**config.mk**
```make
export PLATFORM = sky130hd
export DESIGN_NAME = gray2rgba_flat
export DESIGN_NICKNAME = d
export VERILOG_FILES = /design/src/rtl/gray2rgba_pkg.sv /design/src/rtl/gray2rgba_if.sv /design/src/rtl/gray2rgba_expand.sv /design/src/rtl/gray2rgba.sv /design/src/flat_wrapper.sv
export SDC_FILE = /design/constraint.sdc
export NUM_CORES = 1
export LEC_CHECK = 0
export ABC_AREA = 1
export CORE_AREA = 2 2 407 409
export CTS_CLUSTER_SIZE = 8
export DETAILED_ROUTE_END_ITERATION = 12
export DIE_AREA = 0 0 409 411
export DONT_BUFFER_PORTS = 1
export PLACE_DENSITY = 0.36
export SYNTH_ARGS = -nofsm -noshare
export SYNTH_HDL_FRONTEND = slang
export SYNTH_HIERARCHICAL = 1
export SYNTH_SLANG_ARGS = --single-unit
```
**constraint.sdc**
```tcl
create_clock -name clk -period 2.35 [get_ports clk]
set_clock_uncertainty 0.2 [all_clocks]
set_input_delay 0.235 -clock clk [delete_from_list [all_inputs] [get_ports clk]]
set_output_delay 0.235 -clock clk [all_outputs]
set_load 0.1 [all_outputs]
```
**src/rtl/gray2rgba_pkg.sv**
```systemverilog
// Shared widths and pixel type for the sobel output converter.
// Latency: n/a (types, constants and a pure helper function only).
// Backpressure: n/a.
package sobel_pkg;

   localparam int LINE_W        = 512;
   localparam int GRAY_W        = 8;
   localparam int PIX_W         = 32;
   localparam int GRAY_PER_LINE = LINE_W / GRAY_W;              // 64
   localparam int PIX_PER_LINE  = LINE_W / PIX_W;               // 16
   localparam int BEATS         = GRAY_PER_LINE / PIX_PER_LINE; // 4
   localparam int SLICE_W       = PIX_PER_LINE * GRAY_W;        // gray bits per output beat

   // Field order puts alpha in the top byte and red in the bottom byte.
   typedef struct packed {
      logic [7:0] a;
      logic [7:0] b;
      logic [7:0] g;
      logic [7:0] r;
   } rgba_t;

   // Replicate one gray sample into R, G and B, optionally inverted.
   function automatic rgba_t expand_gray(input logic [7:0] s,
                                         input logic [7:0] alpha,
                                         input bit         invert);
      logic [7:0] v;
      v = invert ? (8'hFF - s) : s;
      return '{a: alpha, b: v, g: v, r: v};
   endfunction

endpackage

```
**src/rtl/gray2rgba_if.sv**
```systemverilog
// Handshake bundle around gray2rgba: gray line stream in, RGBA beat stream out.
// Latency: n/a (wires only).
// Backpressure: ready_in / ready_out carry backpressure in each direction.
// Ports: data_in/valid_in/ready_in (gray side), data_out/valid_out/ready_out (RGBA side).
interface gray2rgba_if;
   import sobel_pkg::*;

   logic [LINE_W-1:0] data_in;
   logic              valid_in;
   logic              ready_in;
   logic [LINE_W-1:0] data_out;
   logic              valid_out;
   logic              ready_out;

   // master: the environment that feeds gray lines and drains RGBA beats.
   modport master (
      output data_in, valid_in, ready_out,
      input  ready_in, data_out, valid_out
   );

   // slave: the converter itself.
   modport slave (
      input  data_in, valid_in, ready_out,
      output ready_in, data_out, valid_out
   );

endinterface

```
**src/rtl/gray2rgba_expand.sv**
```systemverilog
// Combinational expansion of 16 gray samples into 16 RGBA pixels.
// Latency: 0 cycles (pure logic).
// Backpressure: none; caller owns all flow control.
// Ports: gray (16 x 8-bit samples, sample i at [8i+7:8i]), pix (16 x rgba_t, pixel i at [32i+31:32i]).
module gray_expand
   import sobel_pkg::*;
#(
   parameter logic [7:0] ALPHA  = 8'hFF,
   parameter bit         INVERT = 1'b0
) (
   input  logic [SLICE_W-1:0]           gray,
   output rgba_t [PIX_PER_LINE-1:0]     pix
);

   for (genvar i = 0; i < PIX_PER_LINE; i++) begin : g_pix
      assign pix[i] = expand_gray(gray[GRAY_W*i +: GRAY_W], ALPHA, INVERT);
   end

endmodule

```
**src/rtl/gray2rgba.sv**
```systemverilog
// Gearbox: one 64-sample gray line in, four 16-pixel RGBA beats out.
// Latency: first beat valid the cycle after accept; 1 line per 4 cycles sustained.
// Backpressure: beats hold while ready_out=0; ready_in only when buffer empty or last beat leaving.
// Ports: clk, rst_b (async active-low), bus (gray2rgba_if.slave: data/valid/ready in and out).
module gray2rgba
   import sobel_pkg::*;
#(
   parameter logic [7:0] ALPHA  = 8'hFF,
   parameter bit         INVERT = 1'b0
) (
   input  logic        clk,
   input  logic        rst_b,
   gray2rgba_if.slave  bus
);

   // Buffer viewed as one gray slice per output beat, so the beat counter indexes it directly.
   logic [BEATS-1:0][SLICE_W-1:0] buf_data;
   logic                          buf_valid;
   logic [1:0]                    beat;

   logic                          last_beat;
   logic                          accept;
   logic                          xfer;
   rgba_t [PIX_PER_LINE-1:0]      pix;

   assign last_beat = (beat == 2'd3);

   // Refill is allowed in the same cycle the last beat leaves, which keeps lines gapless.
   // Deliberately independent of valid_in.
   assign bus.ready_in  = !buf_valid || (last_beat && bus.ready_out);
   assign bus.valid_out = buf_valid;

   assign accept = bus.valid_in && bus.ready_in;
   assign xfer   = buf_valid && bus.ready_out;

   gray_expand #(
      .ALPHA  (ALPHA),
      .INVERT (INVERT)
   ) u_expand (
      .gray (buf_data[beat]),
      .pix  (pix)
   );

   // Output comes only from registered state; forced to zero when idle.
   assign bus.data_out = buf_valid ? pix : '0;

   always_ff @(posedge clk or negedge rst_b) begin
      if (!rst_b) begin
         buf_data  <= '0;
         buf_valid <= 1'b0;
         beat      <= 2'd0;
      end else if (accept) begin
         // Also covers the last-beat-plus-refill case: the new line takes over.
         buf_data  <= bus.data_in;
         buf_valid <= 1'b1;
         beat      <= 2'd0;
      end else if (xfer) begin
         if (last_beat) begin
            buf_valid <= 1'b0;
            beat      <= 2'd0;
         end else begin
            beat      <= beat + 2'd1;
         end
      end
   end

endmodule

```
**src/flat_wrapper.sv**
```systemverilog
// flat-port wrapper written by rule: the top's interface ports become plain ports
module gray2rgba_flat import sobel_pkg::*;
#(
   parameter logic [7:0] ALPHA  = 8'hFF,
   parameter bit         INVERT = 1'b0
)
  (clk, rst_b, bus_data_in, bus_valid_in, bus_ready_out, bus_ready_in, bus_data_out, bus_valid_out);
  gray2rgba_if bus_i ();
  input  logic clk;
  input  logic rst_b;
  input wire logic [$bits(bus_i.data_in)-1:0] bus_data_in;
  input wire logic [$bits(bus_i.valid_in)-1:0] bus_valid_in;
  input wire logic [$bits(bus_i.ready_out)-1:0] bus_ready_out;
  output wire logic [$bits(bus_i.ready_in)-1:0] bus_ready_in;
  output wire logic [$bits(bus_i.data_out)-1:0] bus_data_out;
  output wire logic [$bits(bus_i.valid_out)-1:0] bus_valid_out;
  assign bus_i.data_in = bus_data_in;
  assign bus_i.valid_in = bus_valid_in;
  assign bus_i.ready_out = bus_ready_out;
  assign bus_ready_in = bus_i.ready_in;
  assign bus_data_out = bus_i.data_out;
  assign bus_valid_out = bus_i.valid_out;
  gray2rgba #(.ALPHA(ALPHA), .INVERT(INVERT)) u_core (.clk(clk), .rst_b(rst_b), .bus(bus_i));
endmodule
```
==> results.sh <==
export IMPL_status="finished, violations left"
export IMPL_violations="negative hold slack, max-slew violations, negative setup slack"
export IMPL_drv_cap=0
export IMPL_critPathCapture="bus_data_out[161]"
export IMPL_r2r_slack_ns=-0.05
export IMPL_clock_sink_count=515
export IMPL_yosys_register_bits=515
export IMPL_drt_pass1_iterations=5
export IMPL_grt_usage_pct=15.3
export IMPL_ys_warn_count=6
export IMPL_antenna_left=0
export IMPL_max_freq_ghz=0.342
export IMPL_crit_fanout=21
export IMPL_hold_ws_ns=-0.890
export IMPL_finalSetupViolations=509
export IMPL_drc_errors=0
export IMPL_tritoncts="yes"
export IMPL_arrival_ns=2.49
export IMPL_tightest_slew_ns=2.01
export IMPL_final_max_slew_violation_count=377
export IMPL_ctsHoldBuffers=515
export IMPL_final_nets=5885
export IMPL_yosysUniqueCellTypes=19
export IMPL_antenna_found_initial=24
export IMPL_die_area_um2=168000
export IMPL_seq_area_frac_synth_pct=38.6
export IMPL_dp_cells=6934
export IMPL_viasPerCell=3.96
export IMPL_multi_input_area_um2=12800
export IMPL_dp_slack_ns=0.0339
export IMPL_crit_start="u_core/beat[0]"
export IMPL_synth_top_area_share_pct=38.6
export IMPL_core_um2=164000
export IMPL_syn_avg_cell_area_um2=6.94
export IMPL_end_kind="output pin"
export IMPL_htreeDepth=3
export IMPL_period_share_pct=125
export IMPL_grt_pass1_wl_mm=198
export IMPL_fillers=17300
export IMPL_hold_path_class="in -> async"
export IMPL_vias=30100
export IMPL_rsz0062_at_grt="yes"
export IMPL_gp_congestion=0.796
export IMPL_dp_hpwl_mm=95.9
export IMPL_critPathKind="reg -> out"
export IMPL_port_buffers=0
export IMPL_ctsLongestPathBuffers=3
export IMPL_final_cells=7598
export IMPL_wirelength_mm=135
export IMPL_wl_per_cell_um=17.7
export IMPL_r2r_start="u_core/beat[1]"
export IMPL_required_ns=1.91
export IMPL_ios=1030
export IMPL_grt_pass1_vias=30400
export IMPL_seq_area_um2=12900
export IMPL_cts_made_buffers=79
export IMPL_drt_iter0_markers=1893
export IMPL_die_w_um=409
export IMPL_synthTopCellsByArea="dfrtp_1, nand2_1, buf_4, inv_1, nand3_1"
export IMPL_root_buffer="clkbuf_16"
export IMPL_timing_rr_end="u_core/buf_data[202]"
export IMPL_initial_core_util_pct=20.4
export IMPL_clk_pin_slew_worst_paths_ns=0.05
export IMPL_grt_ovfl_total=0
export IMPL_syn_inst=4814
export IMPL_synth_area_um2=33400
export IMPL_reg2reg_depth=8
export IMPL_area_growth_pct=57.5
export IMPL_rows=149
export IMPL_slew_limit_headroom_pct=-33.7
export IMPL_hold_viol_final=609
export IMPL_die_h_um=411
export IMPL_layout_drive_gt1_share_pct=26.8
export IMPL_insertion_delay_ns=0.65
export IMPL_setup_slack_ns=-0.578
export IMPL_synth_largest_area_cell="dfrtp_1"
export IMPL_fin_crit_ns=2.93
export IMPL_worstSetupStartpointType="flop"
export IMPL_grt_max_degree=516
-- per-layer routing --
metal | vias up | wire, um | GRT usage [%]
met2 | 809 | 67500 | 26.6
met1 | 14100 | 57300 | 19.2
met4 | 12 | 2000 | 3.35
met5 | - | 84 | 0
li1 | 15000 | - | -
met3 | 130 | 7710 | 3.39
-- synth_stat cells --
library cell     n
nand2_1       1801
inv_1          769
buf_4          529
nand3_1        516
dfrtp_1        515
buf_2          153
a21oi_1        128
o21ai_1        110
o211ai_1       108
buf_6           85
clkbuf_1        47
o211ai_2        20
o21ai_0         18
clkbuf_2        10
buf_1            1
buf_8            1
conb_1           1
ha_1             1
nor2_1           1
-- kinds of logic after synthesis --
logic type	after synthesis	share of synthesized area (%)
adders and majority gates	1	0.0374
DFF	515	38.6
other	1	0.0112
buffers and inverters	1595	26.4
and+or+nand+nor	2318	28.0
AOI/OAI and AO/OA	384	7.01
-- worst min path at each step --
stage	start	to	slack, ns	depth (start not counted)
global route	rst_b	u_core/buf_data[318]	-0.96	0
floorplan	rst_b	u_core/beat[0]	-0.26	0
detailed placement	rst_b	u_core/buf_data[191]	-0.24	0
CTS	rst_b	u_core/buf_data[443]	-0.99	0
global placement	rst_b	u_core/buf_data[313]	-0.24	0
finish	rst_b	u_core/buf_data[315]	-0.89	0
-- placed cells by master (no fill, tap or decap), drive strengths merged, types with 128 or more instances in the layout --
cell type / count
inv: 290
dfrtp: 515
buf: 650
nand3: 516
clkinvlp: 481
o21ai: 128
o211ai: 128
dlygate4sd3: 515
conb: 128
nand2: 1801
a21oi: 128
-- sequential cells by signal, summed over array words and instances, names as in the netlist --
signal / flops
u_core/buf_data: 512
u_core/beat: 2
u_core/bus.valid_out: 1
-- critical path: stages (launching register included) --
cell	delay, ns
dfrtp_4	0.50
buf_12	0.18
buf_12	0.14
buf_16	0.16
o211ai_1	0.33
nand2_4	0.13
nand2_2	0.11
clkinvlp_4	0.09
buf_12	0.17
-- area by class of cell --
| type | count | share of cell area (%) |
|---|---|---|
| Sequential cell | 515 | 24.5 |
| Tap cell | 2189 | 5.20 |
| Antenna cell | 17 | 0.0808 |
| Multi-Input combinational cell | 2831 | 24.3 |
| Clock inverter | 11 | 0.466 |
| Inverter | 769 | 8.91 |
| Timing Repair Buffer | 1172 | 32.5 |
| Clock buffer | 94 | 4.08 |
-- stage by stage --
stage               area [um^2]  hold slack (ns)  utilization (%)  setup TNS [ns]
global route              52600           -0.964             32.1         -288.03
global placement          43800           -0.235             26.7               0
detailed placement        43800           -0.238             26.7               0
floorplan                 35700           -0.261                -               0
finish                    52600           -0.890             32.1         -198.26
CTS                       52000           -0.990             31.7         -252.37
-- what timing repair did --
action / in CTS / in global routing
endpoints found under the hold margin: 1030 / 921
endpoints found under the setup margin: 504 / 892
pin swaps: 28 / 35
buffers inserted: 3 / 8
gates cloned: 7 / 9
gates resized for setup: 124 / 121
Power is not shown: default switching activity piles up to over one toggle a cycle in this logic, so the estimate is an artifact.
